<file path="src/rtl/vlsu_pkg.sv">
// Shared definitions for the load burst sequencer.
//   seq_state_e : sequencer FSM states
//   PAGE_BYTES  : AXI 4 KiB boundary that no burst may cross
//   PAGE_OFF_W  : number of address bits inside one page
package vlsu_pkg;

    typedef enum logic [1:0] {
        ST_IDLE  = 2'd0,
        ST_ISSUE = 2'd1,
        ST_DRAIN = 2'd2,
        ST_DONE  = 2'd3
    } seq_state_e;

    localparam int unsigned PAGE_BYTES = 4096;
    localparam int unsigned PAGE_OFF_W = $clog2(PAGE_BYTES);

endpackage

</file>
<file path="src/rtl/load_burst_sequencer_if.sv">
// Handshake bundle between the load burst sequencer and its environment.
//   req_*  : load request in (start address, byte count)
//   ar_*   : AXI read-address issue
//   txn_*  : per-burst control to the load unit
//   r_last : one pulse per R handshake carrying last
//   done_* : request-complete response
// modport master is the sequencer side, modport slave the environment side.
interface load_burst_sequencer_if #(
    parameter int unsigned AxiAddrWidth = 64,
    parameter int unsigned BytesWidth   = 32
);
    logic                    req_valid_i;
    logic                    req_ready_o;
    logic [AxiAddrWidth-1:0] req_addr_i;
    logic [BytesWidth-1:0]   req_bytes_i;

    logic                    ar_valid_o;
    logic                    ar_ready_i;
    logic [AxiAddrWidth-1:0] ar_addr_o;
    logic [7:0]              ar_len_o;
    logic [2:0]              ar_size_o;

    logic                    txn_valid_o;
    logic                    txn_ready_i;
    logic [AxiAddrWidth-1:0] txn_addr_o;
    logic [12:0]             txn_bytes_o;
    logic                    txn_last_o;

    logic                    r_last_i;

    logic                    done_valid_o;
    logic                    done_ready_i;

    modport master (
        input  req_valid_i, req_addr_i, req_bytes_i,
        output req_ready_o,
        output ar_valid_o, ar_addr_o, ar_len_o, ar_size_o,
        input  ar_ready_i,
        output txn_valid_o, txn_addr_o, txn_bytes_o, txn_last_o,
        input  txn_ready_i,
        input  r_last_i,
        output done_valid_o,
        input  done_ready_i
    );

    modport slave (
        output req_valid_i, req_addr_i, req_bytes_i,
        input  req_ready_o,
        input  ar_valid_o, ar_addr_o, ar_len_o, ar_size_o,
        output ar_ready_i,
        input  txn_valid_o, txn_addr_o, txn_bytes_o, txn_last_o,
        output txn_ready_i,
        output r_last_i,
        input  done_valid_o,
        output done_ready_i
    );

endinterface

</file>
<file path="src/rtl/burst_size_calc.sv">
// Combinational size of the next burst from the current position.
//   page_off_i  : cur_addr[11:0]
//   rem_bytes_i : bytes still to request
//   bytes_o     : min(rem, bytes to page end, 256 beats minus start offset)
//   len_o       : AXI len = beats touched - 1
//   last_o      : this burst finishes the request
// Requires a beat of at least 2 bytes.
module burst_size_calc
    import vlsu_pkg::*;
#(
    parameter int unsigned AxiDataWidth = 256,
    parameter int unsigned BytesWidth   = 32
) (
    input  logic [PAGE_OFF_W-1:0] page_off_i,
    input  logic [BytesWidth-1:0] rem_bytes_i,
    output logic [12:0]           bytes_o,
    output logic [7:0]            len_o,
    output logic                  last_o
);

    localparam int unsigned BeatBytes = AxiDataWidth / 8;
    localparam int unsigned OffW      = $clog2(BeatBytes);
    // Wide enough for the byte count, 4096 and 256 beats without overflow.
    localparam int unsigned CW        = BytesWidth + OffW + 14;

    function automatic logic [CW-1:0] umin(input logic [CW-1:0] a, input logic [CW-1:0] b);
        return (a < b) ? a : b;
    endfunction

    logic [CW-1:0] rem_w;
    logic [CW-1:0] page_w;
    logic [CW-1:0] beat_off_w;
    logic [CW-1:0] burst_w;
    logic [CW-1:0] bytes_w;
    logic [CW-1:0] span_w;

    always_comb begin
        rem_w      = CW'(rem_bytes_i);
        page_w     = CW'(PAGE_BYTES) - CW'(page_off_i);
        beat_off_w = CW'(page_off_i[OffW-1:0]);
        burst_w    = CW'(BeatBytes * 256) - beat_off_w;
        bytes_w    = umin(rem_w, umin(page_w, burst_w));
        // An unaligned start widens the beat span by the leading offset.
        span_w     = beat_off_w + bytes_w + CW'(BeatBytes - 1);
    end

    assign bytes_o = 13'(bytes_w);
    assign len_o   = 8'((span_w >> OffW) - CW'(1));
    assign last_o  = (bytes_w == rem_w);

endmodule

</file>
<file path="src/rtl/load_burst_sequencer.sv">
// Splits a load request (address, byte count) into AXI read bursts that
// never cross a 4 KiB page and never exceed 256 beats, issuing each burst
// on AR and on the load-unit control channel in the same cycle.
//   clk_i, rst_ni : clock, asynchronous active-low reset
//   bus (master)  : req / ar / txn / r_last / done handshakes
// At most MaxOutstanding bursts are in flight; the request completes once
// every burst has returned its last R beat.
module load_burst_sequencer
    import vlsu_pkg::*;
#(
    parameter int unsigned AxiAddrWidth   = 64,
    parameter int unsigned AxiDataWidth   = 256,
    parameter int unsigned MaxOutstanding = 4,
    parameter int unsigned BytesWidth     = 32
) (
    input logic                    clk_i,
    input logic                    rst_ni,
    load_burst_sequencer_if.master bus
);

    localparam int unsigned OffW = $clog2(AxiDataWidth / 8);
    localparam int unsigned OW   = $clog2(MaxOutstanding + 1);
    localparam logic [OW-1:0] MaxOut = OW'(MaxOutstanding);

    seq_state_e              state_q, state_d;
    logic [OW-1:0]           outstanding_q;
    logic [AxiAddrWidth-1:0] cur_addr_q;
    logic [BytesWidth-1:0]   rem_bytes_q;

    logic [12:0]             burst_bytes;
    logic [7:0]              burst_len;
    logic                    burst_last;
    logic                    issue_ok;
    logic                    fire;
    logic                    accept;

    burst_size_calc #(
        .AxiDataWidth (AxiDataWidth),
        .BytesWidth   (BytesWidth)
    ) u_calc (
        .page_off_i  (cur_addr_q[PAGE_OFF_W-1:0]),
        .rem_bytes_i (rem_bytes_q),
        .bytes_o     (burst_bytes),
        .len_o       (burst_len),
        .last_o      (burst_last)
    );

    // Valids decode registered state only, so payloads (also from
    // registers) cannot move until the burst fires.
    assign issue_ok = (state_q == ST_ISSUE) && (outstanding_q < MaxOut);
    assign fire     = issue_ok && bus.ar_ready_i && bus.txn_ready_i;
    assign accept   = (state_q == ST_IDLE) && bus.req_valid_i;

    assign bus.req_ready_o  = (state_q == ST_IDLE);
    assign bus.ar_valid_o   = issue_ok;
    assign bus.txn_valid_o  = issue_ok;
    assign bus.done_valid_o = (state_q == ST_DONE);
    assign bus.ar_addr_o    = cur_addr_q;
    assign bus.ar_len_o     = burst_len;
    assign bus.ar_size_o    = 3'(OffW);
    assign bus.txn_addr_o   = cur_addr_q;
    assign bus.txn_bytes_o  = burst_bytes;
    assign bus.txn_last_o   = burst_last;

    always_comb begin
        state_d = state_q;
        unique case (state_q)
            ST_IDLE: begin
                if (bus.req_valid_i) begin
                    state_d = (bus.req_bytes_i == '0) ? ST_DONE : ST_ISSUE;
                end
            end
            ST_ISSUE: begin
                if (fire && burst_last) begin
                    state_d = ST_DRAIN;
                end
            end
            ST_DRAIN: begin
                if (outstanding_q == '0) begin
                    state_d = ST_DONE;
                end
            end
            ST_DONE: begin
                if (bus.done_ready_i) begin
                    state_d = ST_IDLE;
                end
            end
            default: state_d = ST_IDLE;
        endcase
    end

    always_ff @(posedge clk_i or negedge rst_ni) begin
        if (!rst_ni) begin
            state_q <= ST_IDLE;
        end else begin
            state_q <= state_d;
        end
    end

    always_ff @(posedge clk_i or negedge rst_ni) begin
        if (!rst_ni) begin
            cur_addr_q  <= '0;
            rem_bytes_q <= '0;
        end else if (accept) begin
            cur_addr_q  <= bus.req_addr_i;
            rem_bytes_q <= bus.req_bytes_i;
        end else if (fire) begin
            cur_addr_q  <= cur_addr_q + AxiAddrWidth'(burst_bytes);
            rem_bytes_q <= rem_bytes_q - BytesWidth'(burst_bytes);
        end
    end

    // Fire and r_last in the same cycle cancel out.
    always_ff @(posedge clk_i or negedge rst_ni) begin
        if (!rst_ni) begin
            outstanding_q <= '0;
        end else if (fire && !bus.r_last_i) begin
            outstanding_q <= outstanding_q + OW'(1);
        end else if (!fire && bus.r_last_i) begin
            outstanding_q <= outstanding_q - OW'(1);
        end
    end

    r_last_needs_outstanding: assert property (
        @(posedge clk_i) disable iff (!rst_ni)
        bus.r_last_i |-> (outstanding_q != '0)
    );

endmodule

</file>
<file path="src/flat_wrapper.sv">
// flat-port wrapper written by rule: the top's interface ports become plain ports
module load_burst_sequencer_flat import vlsu_pkg::*;
#(
    parameter int unsigned AxiAddrWidth   = 64,
    parameter int unsigned AxiDataWidth   = 256,
    parameter int unsigned MaxOutstanding = 4,
    parameter int unsigned BytesWidth     = 32
)
  (clk_i, rst_ni, bus_req_valid_i, bus_req_addr_i, bus_req_bytes_i, bus_req_ready_o, bus_ar_valid_o, bus_ar_addr_o, bus_ar_len_o, bus_ar_size_o, bus_ar_ready_i, bus_txn_valid_o, bus_txn_addr_o, bus_txn_bytes_o, bus_txn_last_o, bus_txn_ready_i, bus_r_last_i, bus_done_valid_o, bus_done_ready_i);
  load_burst_sequencer_if #(.AxiAddrWidth(AxiAddrWidth), .BytesWidth(BytesWidth)) bus_i ();
  input logic clk_i;
  input logic rst_ni;
  input wire logic [$bits(bus_i.req_valid_i)-1:0] bus_req_valid_i;
  input wire logic [$bits(bus_i.req_addr_i)-1:0] bus_req_addr_i;
  input wire logic [$bits(bus_i.req_bytes_i)-1:0] bus_req_bytes_i;
  output wire logic [$bits(bus_i.req_ready_o)-1:0] bus_req_ready_o;
  output wire logic [$bits(bus_i.ar_valid_o)-1:0] bus_ar_valid_o;
  output wire logic [$bits(bus_i.ar_addr_o)-1:0] bus_ar_addr_o;
  output wire logic [$bits(bus_i.ar_len_o)-1:0] bus_ar_len_o;
  output wire logic [$bits(bus_i.ar_size_o)-1:0] bus_ar_size_o;
  input wire logic [$bits(bus_i.ar_ready_i)-1:0] bus_ar_ready_i;
  output wire logic [$bits(bus_i.txn_valid_o)-1:0] bus_txn_valid_o;
  output wire logic [$bits(bus_i.txn_addr_o)-1:0] bus_txn_addr_o;
  output wire logic [$bits(bus_i.txn_bytes_o)-1:0] bus_txn_bytes_o;
  output wire logic [$bits(bus_i.txn_last_o)-1:0] bus_txn_last_o;
  input wire logic [$bits(bus_i.txn_ready_i)-1:0] bus_txn_ready_i;
  input wire logic [$bits(bus_i.r_last_i)-1:0] bus_r_last_i;
  output wire logic [$bits(bus_i.done_valid_o)-1:0] bus_done_valid_o;
  input wire logic [$bits(bus_i.done_ready_i)-1:0] bus_done_ready_i;
  assign bus_i.req_valid_i = bus_req_valid_i;
  assign bus_i.req_addr_i = bus_req_addr_i;
  assign bus_i.req_bytes_i = bus_req_bytes_i;
  assign bus_req_ready_o = bus_i.req_ready_o;
  assign bus_ar_valid_o = bus_i.ar_valid_o;
  assign bus_ar_addr_o = bus_i.ar_addr_o;
  assign bus_ar_len_o = bus_i.ar_len_o;
  assign bus_ar_size_o = bus_i.ar_size_o;
  assign bus_i.ar_ready_i = bus_ar_ready_i;
  assign bus_txn_valid_o = bus_i.txn_valid_o;
  assign bus_txn_addr_o = bus_i.txn_addr_o;
  assign bus_txn_bytes_o = bus_i.txn_bytes_o;
  assign bus_txn_last_o = bus_i.txn_last_o;
  assign bus_i.txn_ready_i = bus_txn_ready_i;
  assign bus_i.r_last_i = bus_r_last_i;
  assign bus_done_valid_o = bus_i.done_valid_o;
  assign bus_i.done_ready_i = bus_done_ready_i;
  load_burst_sequencer #(.AxiAddrWidth(AxiAddrWidth), .AxiDataWidth(AxiDataWidth), .MaxOutstanding(MaxOutstanding), .BytesWidth(BytesWidth)) u_core (.clk_i(clk_i), .rst_ni(rst_ni), .bus(bus_i));
endmodule
</file>
<file path="config.mk">
export PLATFORM = sky130hd
export DESIGN_NAME = load_burst_sequencer_flat
export DESIGN_NICKNAME = d
export VERILOG_FILES = /design/src/rtl/vlsu_pkg.sv /design/src/rtl/load_burst_sequencer_if.sv /design/src/rtl/burst_size_calc.sv /design/src/rtl/load_burst_sequencer.sv /design/src/flat_wrapper.sv
export SDC_FILE = /design/constraint.sdc
export NUM_CORES = 1
export LEC_CHECK = 0
export CAP_MARGIN = 0
export CORE_UTILIZATION = 45
export DETAILED_ROUTE_END_ITERATION = 16
export GPL_TIMING_DRIVEN = 0
export PLACE_DENSITY = 0.77
export SYNTH_ARGS = -nofsm -noshare
export SYNTH_HDL_FRONTEND = slang
export SYNTH_SLANG_ARGS = --single-unit
</file>
<file path="constraint.sdc">
create_clock -name clk_i -period 14 [get_ports clk_i]
set_input_delay 2.8 -clock clk_i [delete_from_list [all_inputs] [get_ports clk_i]]
set_output_delay 2.8 -clock clk_i [all_outputs]
set_load 0.01 [all_outputs]
</file>
; Word-level counts from Yosys, hierarchy flattened
; Index checks and enable logic that the tools add are counted.
[totals]
regBits = 101
latchBits = 0
mem_bits_rw = 0
mem_bits_ro = 0
input_bits = 103
output_inout_bits = 157
elab_cells = 53
mem_count = 0
[classes]
addsub = 9
multipliers = 0
div_mod_pow = 0
magnitude_cmp = 3
n_eq_ne = 8
shifts = 0
mux = 14
bitwise = 0
n_reduce_logical = 15
[ops]
columns = op, count
row1 = 2-to-1 mux 64 bit, 2
row2 = 2-to-1 mux 51 bit, 2
row3 = adder 64 x 13 -> 64 bit, 1
row4 = 2-to-1 mux 32 bit, 2
row5 = == test 51 x 32 -> 1 bit, 1
row6 = < comparator 32 x 51 -> 1 bit, 1
row7 = < comparator 51 bit, 1
row8 = zero test 32 bit, 1
row9 = subtractor 32 x 13 -> 32 bit, 1
row10 = "subtractor 14 x 5 -> 15 bit, first input constant", 1
row11 = "subtractor 13 x 12 -> 14 bit, first input constant", 1
row12 = "adder 13 x 5 -> 13 bit, second input constant", 1
row13 = adder 5 x 13 -> 13 bit, 1
row14 = 2-to-1 mux 2 bit, 5
row15 = case mux 2 bit (4 select lines), 1
row16 = "subtractor 8 x 1 -> 8 bit, second input constant", 1
row17 = logical AND 1 bit, 7
row18 = 2-to-1 mux 3 bit, 2
row19 = "== test 2 bit, second input constant", 2
row20 = "!= test 2 x 1 -> 1 bit, second input constant", 2
row21 = "!= test 2 bit, second input constant", 2
row22 = AND reduction 4 bit, 1
row23 = nonzero test 2 bit, 2
row24 = "adder 3 x 1 -> 3 bit, second input constant", 1
row25 = 6 further kinds, 7

; Depth between registers and ports, before layout
; Gate-level depths: netlist of the first run.
[depth]
depth_word = 9
mapped_depth = 36
depth_no_buf = 34

; By module
; Synthesis of the first run repeated with hierarchy kept, for this count alone.
[unflattened]
hier_cells = 1220
area_unflattened_um2 = 9750.6
[by_module_without_submodules]
columns = module, instances, cells_each, area_per_inst_um2, seq_area_each_um2
row1 = load_burst_sequencer, 1, 963, 7993.9, 2527.4
row2 = burst_size_calc, 1, 257, 1756.7, 0.0

; Worst setup path after synthesis of the first run
; No wires, ideal clock.
[synth_timing]
path_kind = reg2out
from = reg u_core.cur_addr_q[1], in the netlist u_core.bus.ar_addr_o[1]
to = out bus_ar_len_o[6]
t_arrival_ns = 7.196
required_time_ns = 11.200
slack_ns = 4.004
path_stages_with_launch = 33
path_buffers = 2
cell_sequence = dfrtp_1 inv_1 ha_1 or4b_1 or3_1 and2_1 ha_1 a31oi_1 o211a_1 or3_1 nand2_1 inv_1 ha_1 a21o_1 a2111oi_0 o2111ai_1 a21oi_2 clkbuf_1 a21o_1 inv_1 ha_1 inv_1 ha_1 a21oi_1 o21ai_0 a21oi_1 or3_1 clkbuf_1 nand2_1 ha_1 and2_1 a31o_2 xnor2_1
[synth_via]
elab_chain_len = 8
elab_cells_between_ends = 9
cone_classes = add/sub (5) / order compare (2) / mux (2)
[synth_rtl]
columns = element, line_no
row1 = start: declaration, load_burst_sequencer.sv:27  ; logic [AxiAddrWidth-1:0] cur_addr_q;
row2 = start signal: assignment, load_burst_sequencer.sv:105  ; cur_addr_q <= bus.req_addr_i;
row3 = start signal: assignment, load_burst_sequencer.sv:108  ; cur_addr_q <= cur_addr_q + AxiAddrWidth'(burst_bytes);
row4 = subtractor 14 x 5 -> 15 bit or subtractor 13 x 12 -> 14 bit (tied branches), "burst_size_calc.sv:41, burst_size_calc.sv:39"
row5 = < comparator 51 bit, burst_size_calc.sv:27  ; return (a < b) ? a : b;
row6 = 2-to-1 mux 51 bit (*), burst_size_calc.sv:27
row7 = < comparator 32 x 51 -> 1 bit, burst_size_calc.sv:27
row8 = 2-to-1 mux 51 bit (*), burst_size_calc.sv:27
row9 = net bus_txn_bytes_o[4], flat_wrapper.sv:24  ; output wire logic [$bits(bus_i.txn_bytes_o)-1:0] bus_txn_bytes_o;
row10 = adder 5 x 13 -> 13 bit (*), burst_size_calc.sv:44  ; span_w = beat_off_w + bytes_w + CW'(BeatBytes - 1);
row11 = adder 13 x 5 -> 13 bit (*), burst_size_calc.sv:44
row12 = subtractor 8 x 1 -> 8 bit (*), burst_size_calc.sv:48  ; assign len_o = 8'((span_w >> OffW) - CW'(1));
row13 = end: declaration, flat_wrapper.sv:19  ; output wire logic [$bits(bus_i.ar_len_o)-1:0] bus_ar_len_o;
; Mark *: on every way through the listed nets, which the timed path passes. The rest lies on a longest branch.

; Final worst setup path of the first run
[layout_timing]
from = reg u_core.cur_addr_q[1], in the netlist u_core.bus.ar_addr_o[1]
to = out bus_ar_len_o[4]
[layout_via]
elab_chain_len = 8
elab_cells_between_ends = 9
cone_classes = add/sub (5) / order compare (2) / mux (2)
[layout_rtl]
columns = element, line_no
row1 = subtractor 14 x 5 -> 15 bit or subtractor 13 x 12 -> 14 bit (tied branches), "burst_size_calc.sv:41, burst_size_calc.sv:39"
row2 = < comparator 51 bit, burst_size_calc.sv:27
row3 = 2-to-1 mux 51 bit, burst_size_calc.sv:27
row4 = < comparator 32 x 51 -> 1 bit, burst_size_calc.sv:27
row5 = 2-to-1 mux 51 bit, burst_size_calc.sv:27
row6 = adder 5 x 13 -> 13 bit (*), burst_size_calc.sv:44
row7 = adder 13 x 5 -> 13 bit (*), burst_size_calc.sv:44
row8 = subtractor 8 x 1 -> 8 bit (*), burst_size_calc.sv:48
; Mark *: on every way between the ends. The rest lies on a longest branch, timed or not.

==> flow_metrics.py, run 1 <==
metrics = {
    "critical_path": {
        "cp-end-kind": "output port",
        "crit_top_cell": "ha_1",
        "crit_type": "flip-flop to output port",
        "slowest_delay_ns": 0.59,
        "required_ns": 11.20,
        "worst_setup_path_start_kind": "flip-flop",
        "critical-path-top-delay-family": "compound AO/OA/AOI/OAI gates",
        "cp.buffers_inverters": 7,
        "worst-path-max-fanout": 10,
        "crit_arrival_ns": 9.23,
        "cp_slowest_cell": "or4b_1",
    },
    "logic_synthesis": {
        "synth-seq-cells": 101,
        "netlist_area_um2": 8590,
        "synth_top_family_by_area": "simple AND/OR/NAND/NOR gates",
        "async_reset_ff_share_pct": 100,
        "synth_compound_area_share_pct": 18.6,
        "synth_adder_area_share_pct": 10.0,
        "avgSynthCellArea_um2": 8.10,
        "seq_area_frac_synth_pct": 29.4,
        "synth-simple-area-share_pct": 20.7,
        "synthCells": 1060,
        "synthFlopType": "dfrtp_1",
        "ys_types": 74,
        "muxShareOfSynthArea_pct": 0.801,
        "synth_xor_area_share_pct": 9.79,
        "yosysWarnings": 0,
        "synth-edff-count": 0,
    },
    "clock_network": {
        "cts_root_buf": "clkbuf_16",
        "clkSlewWorstSetupHoldPaths_ns": 0.08,
        "post-cts-setup-buffers": 0,
        "numCtsBuffers": 9,
        "cts_max_level": 3,
        "clkSinkCount": 101,
        "clockBufferDepth": 2,
        "cts_tree": "done",
        "cts_hold_buf": 0,
        "cts_resized": 0,
        "insertion_delay_ns": 0.37,
    },
    "sta": {
        "maxSlewViolCount": 0,
        "setup_viol": 0,
        "tightestPinTransition_ns": 0.961,
        "setup_ws_ns": 1.97,
        "fmax_mhz": 83.1,
        "relSlewSlack_pct": 36.0,
        "final-hold-violation-count": 0,
        "finClkSkew_ns": 0.0126,
        "finalSetupTns_ns": 0,
        "period_share_pct": 85.9,
        "min_period_ns": 12.03,
        "rsz0062_at_grt": "false",
    },
    "layout": {
        "mostFrequentLayoutCell": "clkdlybuf4s50_1",
        "area_growth_pct": 37.3,
        "nets": 1500,
        "drive_gt1_share_pct": 8.76,
        "n_antenna_cell": 0,
        "instances_no_fill": 1569,
        "layout_common_cells": "255 x clkdlybuf4s50_1, 144 x nand2_1, 101 x dfrtp_1",
    },
    "drt": {
        "wl_um": 28300,
        "dr.pass1.iters": 9,
        "wl_per_cell_um": 18.1,
        "drc": 0,
        "drt-initial-drc-count": 683,
        "via_per_inst": 5.55,
        "vias": 8707,
        "ant_nets": 0,
    },
    "placement": {
        "gp_congestion": 0.932,
        "io_buffers": 256,
        "dp_hpwl_um": 22100,
        "pre_cts_ws_ns": 2.42,
        "post-place-cells": 1553,
    },
    "min_path": {
        "min_path_type": "flip-flop to flip-flop",
    },
    "flow_run": {
        "max_cap_violations": 0,
    },
    "global_routing": {
        "antenna_found_initial": 0,
        "grt_usage_pct": 28.9,
        "grt_pass1_wl_um": 44300,
        "grt_pass1_vias": 8341,
        "grt_max_degree": 55,
        "grt-ovfl-total": 0,
    },
    "outcome": {
        "status": "finished clean",
    },
    "die": {
        "die_y_um": 140,
        "die_w_um": 140,
        "die-area_um2": 19600,
        "coreArea_um2": 18700,
        "initial_utilization_pct": 45.9,
        "io-pin-count": 260,
        "rows": 50,
    },
    "pwr": {
        "pwr-share-comb_pct": 70.3,
        "clkPwrFrac_pct": 8.7,
        "internal_power_uw": 1690,
        "p_sw_share_pct": 46.0,
        "seq_power_share_pct": 21.0,
        "power_leakage_uw": 0.00489,
        "ir_drop_uv": 107,
        "switchingPower_uw": 1440,
        "power_density_nw_per_um2": 265,
    },
}
-- cell type report --
cell class,count,area (µm²)
fillers,1630,6910
inverters,70,263
repair buffers,257,2590
well taps,234,293
flip-flops and latches,101,2530
clock inverters,7,92.6
clock buffers,9,225
multi-input cells,789,5160
plain buffers,102,647
-- sequential cells by signal, summed over array words and instances, names as in the netlist --
name,cells
u_core.state_q,2
u_core.outstanding_q,3
u_core.bus.ar_addr_o,64
u_core.rem_bytes_q,32
-- stage by stage --
stage	total power, µW	util [%]	hold slack, ns	cell area (µm²)
6_report	3130	63.0	0.516	11800
3_3_place_gp	2790	61.2	0.496	11400
5_1_grt	3380	63.0	0.536	11800
2_1_floorplan	1930	-	0.466	8590
4_1_cts	3120	63.0	0.518	11800
3_5_place_dp	2830	61.3	0.503	11500
-- per-layer routing --
layer / global-route usage (%) / vias up / wire length [µm]
met4: 9.20 / 0 / 588
met3: 4.58 / 38 / 1920
met1: 38.6 / 4150 / 12400
met5: 0 / - / 0
li1: - / 4167 / -
met2: 47.8 / 352 / 13500
-- cells in the mapped netlist, drive strengths merged, types with 5 or more instances --
cell / count / area, µm²
a21oi: 55 / 279
o31ai: 5 / 37.5
inv: 69 / 259
ha: 64 / 801
a211oi: 17 / 133
nand3: 31 / 160
a21o: 15 / 113
dfrtp: 101 / 2530
nor4: 15 / 100
xor2: 39 / 342
nand2: 144 / 541
or4: 8 / 60.1
nand3b: 5 / 37.5
a31oi: 15 / 100
a2111oi: 8 / 104
nor3: 23 / 143
o21ai: 106 / 531
and2: 6 / 37.5
xnor2: 57 / 499
nor2b: 10 / 62.6
nand4: 17 / 121
or3: 13 / 91.3
o21a: 8 / 60.1
nor2: 61 / 229
buf: 72 / 534
clkbuf: 30 / 113
and3: 12 / 75.1
-- cell families (layout without fill, tap and decap cells) --
logic type      after synthesis  after routing
flops                       101            101
xor+xnor                     96             96
simple gates                360            360
buf+inv                     172            445
mux                           6              6
compound gates              256            256
other cells                   2              4
fa+ha+maj                    67             67
-- path summary, 6_finish.rpt --
kind,start,slack (ns),cells past startpoint,end
max in group asynchronous,rst_ni,10.80,2,u_core.state_q[0]
min reg2reg,u_core.outstanding_q[2],0.52,1,u_core.outstanding_q[2]
max reg2reg,u_core.bus.ar_addr_o[1],4.93,31,u_core.bus.ar_addr_o[58]
max,u_core.bus.ar_addr_o[1],1.97,34,bus_ar_len_o[4]
min in group asynchronous,rst_ni,2.49,1,u_core.bus.ar_addr_o[37]
min,u_core.outstanding_q[2],0.52,1,u_core.outstanding_q[2]
-- power by group through the flow --
stage / Combinational, µW / Sequential [µW] / Clock (µW)
floorplan: 1310 / 628 / 0
global placement: 2140 / 650 / 0
detailed placement: 2180 / 654 / 0
global route: 2410 / 680 / 284
finish: 2200 / 656 / 273
CTS: 2190 / 651 / 277
Note: power is estimated with default switching activity, not from simulation.
==> run 2, diff against run 1 <==
Settings changed: CORE_UTILIZATION 45 to 52, PLACE_DENSITY 0.77 to 0.87.
==> flow_metrics.py, run 2 (synthesized netlist as in run 1, its figures left out) <==
metrics = {
    "outcome": {
        "status": "finished clean",
    },
    "global_routing": {
        "grt_pass1_vias": 8192,
        "grt-ovfl-total": 0,
        "grt_pass1_wl_um": 42600,
        "grt_max_degree": 54,
        "grt_usage_pct": 32.9,
        "antenna_found_initial": 0,
    },
    "flow_run": {
        "max_cap_violations": 0,
    },
    "critical_path": {
        "crit_type": "flip-flop to output port",
        "worst_setup_path_start_kind": "flip-flop",
        "cp.buffers_inverters": 7,
        "worst-path-max-fanout": 10,
        "critical-path-top-delay-family": "compound AO/OA/AOI/OAI gates",
        "required_ns": 11.20,
        "slowest_delay_ns": 0.58,
        "cp_slowest_cell": "or4b_1",
        "crit_top_cell": "ha_1",
        "cp-end-kind": "output port",
        "crit_arrival_ns": 9.21,
    },
    "die": {
        "die-area_um2": 17000,
        "die_y_um": 131,
        "io-pin-count": 260,
        "coreArea_um2": 16000,
        "initial_utilization_pct": 53.7,
        "rows": 46,
        "die_w_um": 131,
    },
    "layout": {
        "drive_gt1_share_pct": 8.76,
        "final-seq-area_um2": 2530,
        "instances_no_fill": 1551,
        "fin_util_pct": 73.5,
        "mostFrequentLayoutCell": "clkdlybuf4s50_1",
        "area_growth_pct": 36.9,
        "multi_input_area_um2": 5160,
        "n_antenna_cell": 0,
        "nets": 1500,
        "layout_common_cells": "255 x clkdlybuf4s50_1, 144 x nand2_1, 101 x dfrtp_1",
        "nFillCells": 1273,
        "largest_reg_flops": 64,
    },
    "pwr": {
        "pwr-share-comb_pct": 70.5,
        "seq_power_share_pct": 20.9,
        "power_leakage_uw": 0.00488,
        "p_total_uw": 3150,
        "switchingPower_uw": 1460,
        "p_sw_share_pct": 46.3,
        "power_density_nw_per_um2": 268,
        "ir_drop_uv": 236,
        "clkPwrFrac_pct": 8.6,
        "internal_power_uw": 1690,
    },
    "drt": {
        "vias": 8794,
        "drt-initial-drc-count": 807,
        "drc": 0,
        "via_per_inst": 5.67,
        "wl_um": 28100,
        "ant_nets": 0,
        "wl_per_cell_um": 18.1,
        "dr.pass1.iters": 6,
    },
    "clock_network": {
        "clkSinkCount": 101,
        "cts_hold_buf": 0,
        "insertion_delay_ns": 0.37,
        "cts_max_level": 3,
        "cts_resized": 0,
        "post-cts-setup-buffers": 0,
        "numCtsBuffers": 9,
        "cts_tree": "done",
        "clkSlewWorstSetupHoldPaths_ns": 0.08,
        "cts_root_buf": "clkbuf_16",
        "clockBufferDepth": 2,
    },
    "placement": {
        "io_buffers": 256,
        "dp_hpwl_um": 22000,
        "post-place-cells": 1535,
        "gp_congestion": 0.966,
    },
    "sta": {
        "min_period_ns": 12.01,
        "relSlewSlack_pct": 40.7,
        "finalSetupTns_ns": 0,
        "rsz0062_at_grt": "false",
        "period_share_pct": 85.8,
        "maxSlewViolCount": 0,
        "finClkSkew_ns": 0.00780,
        "fmax_mhz": 83.2,
        "setup_viol": 0,
        "tightestPinTransition_ns": 0.881,
        "final-hold-violation-count": 0,
    },
    "min_path": {
        "min_path_type": "flip-flop to flip-flop",
    },
}
run 2: power by group through the flow:
stage / logic, µW / registers [µW] / clock network, µW
6_report: 2220 / 659 / 271
5_1_grt: 2430 / 682 / 279
4_1_cts: 2200 / 653 / 270
3_5_place_dp: 2190 / 656 / 0
3_3_place_gp: 2140 / 649 / 0
2_1_floorplan: 1310 / 628 / 0
run 2: path summary, 6_finish.rpt:
kind	cells past startpoint	startpoint	slack, ns	to
hold / removal	1	u_core.outstanding_q[2]	0.51	u_core.outstanding_q[2]
min in group asynchronous	1	rst_ni	2.46	u_core.bus.ar_addr_o[41]
hold reg to reg	1	u_core.outstanding_q[2]	0.51	u_core.outstanding_q[2]
setup / recovery	33	u_core.bus.ar_addr_o[1]	1.99	bus_ar_len_o[6]
max in group asynchronous	2	rst_ni	10.84	u_core.bus.ar_addr_o[31]
setup reg to reg	31	u_core.bus.ar_addr_o[1]	4.97	u_core.bus.ar_addr_o[62]
run 2: stage by stage:
stage               worst slack [ns]  area (µm²)  hold slack, ns
floorplan                       4.00        8590           0.466
global placement                2.51       11400           0.482
detailed placement              2.46       11500           0.490
CTS                             2.08       11800           0.503
global route                    1.36       11800           0.520
finish                          1.99       11800           0.506
run 2: layout make-up:
type	count	share of cell area, %
Multi-Input combinational cell	789	43.9
Timing Repair Buffer	257	22.0
Sequential cell	101	21.5
Buffer	102	5.50
Tap cell	216	2.30
Inverter	70	2.23
Clock buffer	9	1.92
Clock inverter	7	0.692
run 2: metal layers:
metal	routed length [µm]	global-route usage (%)
met5	0	0
met4	757	11.2
met3	2340	5.74
met2	13100	52.5
met1	11900	45.0
==> run 3, diff against run 2 <==
Settings changed: SKIP_CTS_REPAIR_TIMING set to 1, TNS_END_PERCENT set to 1.
==> results of run 3 <==
Same layout as run 2: the final DEF is identical, and so are final timing and power.
